## src/rtl/derandomizer_pkg.sv

```systemverilog
// derand_pkg: shared constants, state type and Gold-sequence helpers for
// the derandomizer.
//   X_INIT / Y_INIT : LFSR seed values loaded at every start of frame
//   state_e         : framing state (IDLE, RUN)
//   x_next / y_next : one LFSR step of the x and y registers
//   gold_elem       : 2-bit sequence element derived from the current x/y
package derand_pkg;

   localparam logic [17:0] X_INIT = 18'h00001;
   localparam logic [17:0] Y_INIT = 18'h3FFFF;

   typedef enum logic {
      IDLE = 1'b0,
      RUN  = 1'b1
   } state_e;

   function automatic logic [17:0] x_next(input logic [17:0] x);
      return {x[7] ^ x[0], x[17:1]};
   endfunction

   function automatic logic [17:0] y_next(input logic [17:0] y);
      return {y[10] ^ y[7] ^ y[5] ^ y[0], y[17:1]};
   endfunction

   function automatic logic [1:0] gold_elem(input logic [17:0] x,
                                            input logic [17:0] y);
      logic b0;
      logic b1;
      b0 = x[0] ^ y[0];
      b1 = (x[4] ^ x[6] ^ x[15]) ^
           (y[5] ^ y[6] ^ y[8] ^ y[9] ^ y[10] ^ y[11] ^ y[12] ^ y[13] ^
            y[14] ^ y[15]);
      return {b1, b0};
   endfunction

endpackage

```

## src/rtl/derandomizer_gold_seq_gen.sv

```systemverilog
// gold_seq_gen: holds the x/y LFSR pair of the Gold sequence generator.
//   i_clk   : clock, rising edge
//   i_reset : synchronous active-high reset, x/y back to their seeds
//   i_load  : restart the sequence from the seeds this cycle
//   i_step  : advance the LFSRs by one element
//   o_seq   : current 2-bit element (combinational)
module gold_seq_gen
   import derand_pkg::*;
(
   input  logic       i_clk,
   input  logic       i_reset,
   input  logic       i_load,
   input  logic       i_step,
   output logic [1:0] o_seq
);

   logic [17:0] x_q;
   logic [17:0] y_q;
   logic [17:0] x_d;
   logic [17:0] y_d;
   logic [17:0] x_cur;
   logic [17:0] y_cur;

   // A load presents element 0 in the same cycle, so a start-of-frame symbol
   // is descrambled with the seed state and the step lands on element 1.
   always_comb begin
      x_cur = i_load ? X_INIT : x_q;
      y_cur = i_load ? Y_INIT : y_q;
      x_d   = i_step ? x_next(x_cur) : x_cur;
      y_d   = i_step ? y_next(y_cur) : y_cur;
   end

   assign o_seq = gold_elem(x_cur, y_cur);

   always_ff @(posedge i_clk) begin
      if (i_reset) begin
         x_q <= X_INIT;
         y_q <= Y_INIT;
      end else begin
         x_q <= x_d;
         y_q <= y_d;
      end
   end

endmodule

```

## src/rtl/derandomizer.sv

```systemverilog
// derandomizer: strips the CCSDS Gold-sequence randomization from a framed
// stream of 2-bit symbols, one output register stage with backpressure.
//   FRAME_SYMS  : symbols per frame (2..65535)
//   i_clk       : clock, rising edge
//   i_reset     : synchronous active-high reset
//   i_data      : randomized symbol in
//   i_valid     : i_data valid
//   i_sof       : first symbol of a frame (qualified by i_valid)
//   o_ready     : input symbol accepted when i_valid && o_ready
//   o_data      : derandomized symbol out
//   o_valid     : o_data valid
//   o_last      : o_data closes the frame
//   i_ready     : downstream accepts when o_valid && i_ready
//   o_sync_err  : one-cycle pulse on a framing error
//   o_frame_cnt : completed frames delivered downstream, only when the
//                 macro DERAND_FRAME_CNT_EN is defined
module derandomizer
   import derand_pkg::*;
#(
   parameter int FRAME_SYMS = 4096
)(
   input  logic        i_clk,
   input  logic        i_reset,
   input  logic [1:0]  i_data,
   input  logic        i_valid,
   input  logic        i_sof,
   output logic        o_ready,
   output logic [1:0]  o_data,
   output logic        o_valid,
   output logic        o_last,
   input  logic        i_ready,
   output logic        o_sync_err
`ifdef DERAND_FRAME_CNT_EN
   ,
   output logic [15:0] o_frame_cnt
`endif
);

   localparam logic [15:0] LAST_K = 16'(FRAME_SYMS - 1);

   state_e      state_q;
   logic [15:0] cnt_q;
   logic [1:0]  data_q;
   logic        valid_q;
   logic        last_q;
   logic        err_q;

   logic        accept;
   logic        load;
   logic        step;
   logic [1:0]  seq;

   // Output slot is free when empty or being drained this cycle.
   assign o_ready = !valid_q || i_ready;
   assign accept  = i_valid && o_ready;
   assign load    = accept && i_sof;
   // A stray symbol in IDLE is dropped, so the sequence must not advance.
   assign step    = accept && (i_sof || (state_q == RUN));

   gold_seq_gen u_gold (
      .i_clk   (i_clk),
      .i_reset (i_reset),
      .i_load  (load),
      .i_step  (step),
      .o_seq   (seq)
   );

   always_ff @(posedge i_clk) begin
      if (i_reset) begin
         state_q <= IDLE;
         cnt_q   <= '0;
         data_q  <= '0;
         valid_q <= 1'b0;
         last_q  <= 1'b0;
         err_q   <= 1'b0;
      end else begin
         err_q <= 1'b0;
         if (valid_q && i_ready) begin
            valid_q <= 1'b0;
            last_q  <= 1'b0;
         end
         if (accept) begin
            case (state_q)
               IDLE: begin
                  if (i_sof) begin
                     valid_q <= 1'b1;
                     data_q  <= i_data ^ seq;
                     last_q  <= 1'b0;
                     cnt_q   <= 16'd1;
                     state_q <= RUN;
                  end else begin
                     err_q <= 1'b1;
                  end
               end
               RUN: begin
                  valid_q <= 1'b1;
                  data_q  <= i_data ^ seq;
                  if (i_sof) begin
                     err_q  <= 1'b1;
                     last_q <= 1'b0;
                     cnt_q  <= 16'd1;
                  end else if (cnt_q == LAST_K) begin
                     last_q  <= 1'b1;
                     cnt_q   <= '0;
                     state_q <= IDLE;
                  end else begin
                     last_q <= 1'b0;
                     cnt_q  <= cnt_q + 16'd1;
                  end
               end
            endcase
         end
      end
   end

   assign o_data     = data_q;
   assign o_valid    = valid_q;
   assign o_last     = last_q;
   assign o_sync_err = err_q;

`ifdef DERAND_FRAME_CNT_EN
   logic [15:0] fcnt_q;

   always_ff @(posedge i_clk) begin
      if (i_reset) begin
         fcnt_q <= '0;
      end else if (valid_q && last_q && i_ready) begin
         fcnt_q <= fcnt_q + 16'd1;
      end
   end

   assign o_frame_cnt = fcnt_q;
`endif

endmodule

```

## config.mk

```make
export PLATFORM = sky130hd
export DESIGN_NAME = derandomizer
export DESIGN_NICKNAME = d
export VERILOG_FILES = /design/src/rtl/derandomizer_pkg.sv /design/src/rtl/derandomizer_gold_seq_gen.sv /design/src/rtl/derandomizer.sv
export SDC_FILE = /design/constraint.sdc
export NUM_CORES = 1
export LEC_CHECK = 0
export ABC_AREA = 1
export BUFFER_PORTS_ARGS = -buffer_cell sky130_fd_sc_hd__buf_2
export CORE_MARGIN = 3
export CORE_UTILIZATION = 40
export CTS_CLUSTER_SIZE = 24
export DETAILED_ROUTE_END_ITERATION = 8
export PLACE_DENSITY = 0.58
export SKIP_CTS_REPAIR_TIMING = 1
export SLEW_MARGIN = 0
export SYNTH_ARGS = -nofsm -noshare
export SYNTH_HDL_FRONTEND = slang
export SYNTH_HIERARCHICAL = 1
export SYNTH_SLANG_ARGS = --single-unit
```

## constraint.sdc

```tcl
create_clock -name i_clk -period 1.9 [get_ports i_clk]
set_clock_uncertainty 0.2 [all_clocks]
set_input_delay 0.285 -clock i_clk [delete_from_list [all_inputs] [get_ports i_clk]]
set_output_delay 0.285 -clock i_clk [all_outputs]
set_load 0.02 [all_outputs]
```

* Word level (Yosys, flattened, before mapping)
Index checks and enable logic that the tools add are counted. W data, S select, Z words.
Word-level totals: flip-flop bits (word level) 58, input port bits 7, logic and storage cells 66, output and inout port bits 6
Operators by class: mux-type cells 26, bitwise gates (word level) 20, add/subtract/negate cells 1, equal/unequal tests 2, reduce and logical (&&, ||, !) cells 9
Operators by type and width (count):
- $mux W18 | 4
- $mux W16 | 3
- $pmux W16 S2 | 1
- $xor A1 B1 Y1 | 17
- $add A16 B1 Y16 const B | 1
- $eq A16 B12 Y1 const B | 1
- $mux W1 | 12
- $pmux W1 S2 | 4
- $logic_and A1 B1 Y1 | 4
- $pmux W2 S2 | 1
- $logic_or A1 B1 Y1 | 2
- $mux W2 | 1
- $ne A2 B2 Y1 const B | 1
- $not A1 Y1 | 2
- $reduce_and A2 Y1 | 1
- $reduce_or A2 Y1 | 1
- $xor A2 B2 Y2 | 1
- $logic_not A1 Y1 | 1

* Logic depth before layout (Yosys ltp)
depth in word-level cells 18, mapped depth 17, gate-level depth less buffers 17

* Hierarchy
Netlist, hierarchy kept.
By module, submodules not included:
- gold_seq_gen | area an instance 1661.6 µm², cells an instance 239, sequential area each 720.7 µm², instances 1
- derandomizer | area an instance 1184.9 µm², cells an instance 169, sequential area each 440.4 µm², instances 1

* Worst setup path after synthesis
OpenSTA, ideal clock, no wires.
kind register to register, from register valid_q (netlist: o_valid), to register data_q[1] (netlist: o_data[1]), stages on the path, launching flop included 16, buffers on the path 1, period minus slack after synthesis 2149 ps, data required time 1581 ps, setup time 119 ps, setup slack -249 ps, arrival 1829 ps, path through dfxtp_1 -> nand2_4 -> nand2_4 -> nor2_1 -> inv_1 -> buf_4 -> nand2_1 -> nand2_1 -> nand3_1 -> nand2_1 -> nand2_1 -> nand2_1 -> nand2_1 -> nand2_1 -> xnor2_1 -> a21oi_1
Between the ends: word-level cells in the longest chain between the ends 18, elaborated cells on any way between the ends 22, those cells by class mux (4); bitwise (13); reduce/logical (5)
Ends and longest elaborated chain:
- start: declaration | RTL line derandomizer.sv:44 | logic valid_q;
- start signal: assignment | RTL line derandomizer.sv:73 | valid_q <= 1'b0;
- start signal: assignment | RTL line derandomizer.sv:79 | valid_q <= 1'b0;
- start signal: assignment | RTL line derandomizer.sv:86 | valid_q <= 1'b1;
- $logic_not A1 Y1 * | RTL line derandomizer.sv:54 | assign o_ready = !valid_q || i_ready;
- $logic_or A1 B1 Y1 * | RTL line derandomizer.sv:54
- named net o_ready | RTL line derandomizer.sv:27 | output logic o_ready,
- $logic_and A1 B1 Y1 * | RTL line derandomizer.sv:55 | assign accept = i_valid && o_ready;
- $logic_and A1 B1 Y1 * | RTL line derandomizer.sv:56 | assign load = accept && i_sof;
- named net load | RTL line derandomizer.sv:49 | logic load;
- $mux W18 | RTL line derandomizer_gold_seq_gen.sv:28 | y_cur = i_load ? Y_INIT : y_q;
- $xor A1 B1 Y1 (8 in series) | RTL line derandomizer_pkg.sv:31 | (y[5] ^ y[6] ^ y[8] ^ y[9] ^ y[10] ^ y[11] ^ y[12] ^ y[13] ^
- $xor A1 B1 Y1 | RTL line derandomizer_pkg.sv:32 | y[14] ^ y[15]);
- $xor A1 B1 Y1 * | RTL line derandomizer_pkg.sv:30 | b1 = (x[4] ^ x[6] ^ x[15]) ^
- named net seq[1] | RTL line derandomizer.sv:51 | logic [1:0] seq;
- $xor A2 B2 Y2 * | RTL line derandomizer.sv:87, derandomizer.sv:97
- $mux W2 | RTL line derandomizer.sv:85 | if (i_sof) begin
- $pmux W2 S2 * | RTL line derandomizer.sv:83 | case (state_q)
- end signal: assignment | RTL line derandomizer.sv:87 | data_q <= i_data ^ seq;
- end signal: assignment | RTL line derandomizer.sv:97 | data_q <= i_data ^ seq;
- end: declaration | RTL line derandomizer.sv:43 | logic [1:0] data_q;
The timed path passes the listed nets; every way through them passes the cells marked *. The select of a mux whose other input is x is not followed. A chain may end at the register's enable or synchronous reset.

* Worst setup path in the final report
from register valid_q (netlist: o_valid), to register data_q[1] (netlist: o_data[1])
Between the ends: word-level cells in the longest chain between the ends 18, elaborated cells on any way between the ends 22, those cells by class mux (4); bitwise (13); reduce/logical (5)
Ends and longest elaborated chain (RTL line):
- $logic_not A1 Y1 * | derandomizer.sv:54
- $logic_or A1 B1 Y1 * | derandomizer.sv:54
- $logic_and A1 B1 Y1 * | derandomizer.sv:55
- $logic_and A1 B1 Y1 * | derandomizer.sv:56
- named net load | derandomizer.sv:49
- $mux W18 | derandomizer_gold_seq_gen.sv:28
- $xor A1 B1 Y1 (8 in series) | derandomizer_pkg.sv:31
- $xor A1 B1 Y1 | derandomizer_pkg.sv:32
- $xor A1 B1 Y1 * | derandomizer_pkg.sv:30
- named net seq[1] | derandomizer.sv:51
- $xor A2 B2 Y2 * | derandomizer.sv:87, derandomizer.sv:97
- $mux W2 | derandomizer.sv:85
- $pmux W2 S2 * | derandomizer.sv:83
Marks and branches as above.

==> impl_metrics.json <==
{
  "instances_no_fill": 553,
  "grt_overflow": 0,
  "cp_common_cell": "nand2_1",
  "whs_ns": 0.0444,
  "track_usage_pct": 16.6,
  "setup_tns_ns": -0.0239,
  "wl_met1_mm": 3.48,
  "drt_pass1_iterations": 4,
  "cp_max_fo": 7,
  "outcome": "finished with violations",
  "power_frac_seq_pct": 48.1,
  "antenna_found_initial": 0,
  "ys_ff_latch": 58,
  "finalHoldViolCount": 0,
  "met3_length_um": 226,
  "yosysUniqueCellTypes": 33,
  "htree_levels": 3,
  "ant_nets": 0,
  "max_slew_margin_pct": 77.3,
  "ys.flop_type": "dfxtp_1",
  "ys_warn_count": 6,
  "yosysSeqAreaShare_pct": 40.8,
  "swShare_pct": 28.0,
  "vias": 2682,
  "slew_viol_final": 0,
  "grt_start_max_net_pins": 22,
  "p_sw_mw": 0.762,
  "clock_latency_ns": 0.33,
  "core_area_um2": 6830,
  "top_layer_used": "met4",
  "tightest_slew_ns": 0.340,
  "start_kind": "register",
  "portBuffers": 12,
  "gp_congestion": 0.813,
  "critPathKind": "reg2reg",
  "post_route_cells_drive_above_1_share_pct": 22.5,
  "crit_slowest_cell": "dfxtp_4",
  "syn_area_um2": 2850,
  "violations": "negative setup slack",
  "power.leakage_nw": 1.45,
  "rsz0062_at_grt": "yes",
  "die_area_um2": 8160,
  "die_y_um": 90.4,
  "drc": 0,
  "clk_pin_slew_ns": 0.07,
  "grt_pass1_vias": 2341,
  "fin_util_pct": 51.0,
  "synth_nets": 417,
  "async_reset_ff_share_pct": 0,
  "endpoint_kind": "register",
  "dp_slack_ns": -0.252,
  "area_growth_pct": 22.4,
  "crit_path_cell_trace": "nand2_8 -> nand2_8 -> nor2_4 -> buf_8 -> buf_6 -> a21oi_1 -> nand2_1 -> nand2_1 -> nand2_1 -> nand2_1 -> nand2_1 -> nand3_1 -> nand2_1 -> xnor2_1 -> a21oi_1",
  "clockPowerShare_pct": 35.7,
  "p_per_area_nw_per_um2": 781,
  "drt-initial-drc-count": 147,
  "root_buffer": "clkbuf_8",
  "finalCriticalPeriod_ns": 1.92,
  "vdd_ir_drop_max_mv": 0.338,
  "vias_per_cell": 4.85,
  "grt_pass1_wl_mm": 11.0,
  "drt_wl_total_mm": 6.49,
  "dpl.hpwl_mm": 4.64,
  "cts_buffers": 9,
  "met2_length_mm": 2.69,
  "fmax_mhz": 520,
  "cp.required_ns": 1.92,
  "wl_per_cell_um": 11.7,
  "cts_sinks": 58,
  "layout_worst_path_cycle_share_pct": 101,
  "cts_tree": "yes",
  "diodes": 0,
  "report.final.setup_viol": 1,
  "rows": 30,
  "synth.avg_cell_area_um2": 6.98,
  "layout_setup_ws_ns": -0.0239,
  "layout_common_cells": "nand2_1, dfxtp_1, nand3_1, nor2_1, buf_4",
  "slowest_delay_ns": 0.37,
  "fp.dieW_um": 90.4,
  "final_common_cell": "nand2_1",
  "cp.arrival_ns": 1.94,
  "synthCells": 408,
  "cap_violations": 0,
  "synth_edf_count": 0,
  "nets": 461,
  "intPower_mw": 1.96,
  "min_path_type": "in2reg",
  "clock_path_buffers": 2,
  "place_inst": 534,
  "floorplan.initialDensity_pct": 41.7,
  "ioPinCount": 13,
  "combPwrFrac_pct": 16.3
}
==> cell type report <==
type,count,area [um^2]
Fill cell,697,3350
Multi-Input combinational cell,290,1490
Sequential cell,58,1160
Timing Repair Buffer,52,388
Inverter,41,160
Clock buffer,13,149
Tap cell,96,120
Clock inverter,3,15.0
==> layer usage <==
layer / GRT usage, % / vias up
met5: 0 / -
li1: - / 1421
met3: 3.25 / 7
met1: 24.3 / 1207
met2: 23.0 / 47
met4: 8.04 / 0
==> cell usage after synthesis, types with 5 or more instances <==
| library cell | number | area share (%) |
|---|---|---|
| nand2_1 | 89 | 12 |
| dfxtp_1 | 58 | 41 |
| nor2_1 | 44 | 5.8 |
| nand3_1 | 40 | 7.0 |
| inv_1 | 36 | 4.7 |
| a21oi_1 | 35 | 6.2 |
| o21ai_0 | 33 | 5.8 |
| clkbuf_1 | 9 | 1.2 |
| a211oi_1 | 6 | 1.6 |
| nor2_2 | 5 | 1.1 |
==> stage by stage <==
stage / total power, mW / instance area [um^2]
3_3_place_gp: 1.75 / 3250
6_report: 2.72 / 3480
5_1_grt: 2.88 / 3480
2_1_floorplan: 1.62 / 2890
4_1_cts: 2.74 / 3420
3_5_place_dp: 1.76 / 3250
==> state kept, by name, indices dropped and copies added (netlist names) <==
signal	count
u_gold/y_q	18
state_q	1
o_valid	1
u_gold/x_q	18
o_sync_err	1
cnt_q	16
o_last	1
o_data	2
==> cells by family after synthesis <==
logic type / Yosys count / synth area share [%]
flops: 58 / 40.8
compound gates: 85 / 16.2
simple gates: 196 / 30.9
fa+ha+maj: 2 / 0.879
mux: 1 / 0.352
xor+xnor: 6 / 1.85
buf+inv: 60 / 9.01
==> power by group through the flow <==
| stage | sequential [mW] | clock (mW) | combinational, mW |
|---|---|---|---|
| 6_report | 1.31 | 0.971 | 0.443 |
| 4_1_cts | 1.31 | 1.01 | 0.427 |
| 2_1_floorplan | 1.33 | 0 | 0.287 |
| 3_3_place_gp | 1.33 | 0 | 0.423 |
| 5_1_grt | 1.31 | 1.07 | 0.501 |
| 3_5_place_dp | 1.33 | 0 | 0.425 |
==> final timing paths <==
path	cells past startpoint	startpoint	endpoint	slack, ns
worst min-delay path	3	i_data[0]	o_data[0]	0.04
worst max-delay path	15	o_valid	o_data[1]	-0.02
worst max register to register	15	o_valid	o_data[1]	-0.02
worst min register to register	2	u_gold/y_q[17]	u_gold/y_q[16]	0.28
==> critical path: cells and delay by family (launching register included) <==
family	cells	cell delay, ns
compound gates	2	0.11
xor+xnor	1	0.11
buf+inv	2	0.28
flops	1	0.37
simple gates	10	0.74
(Power assumes the default switching activity.)
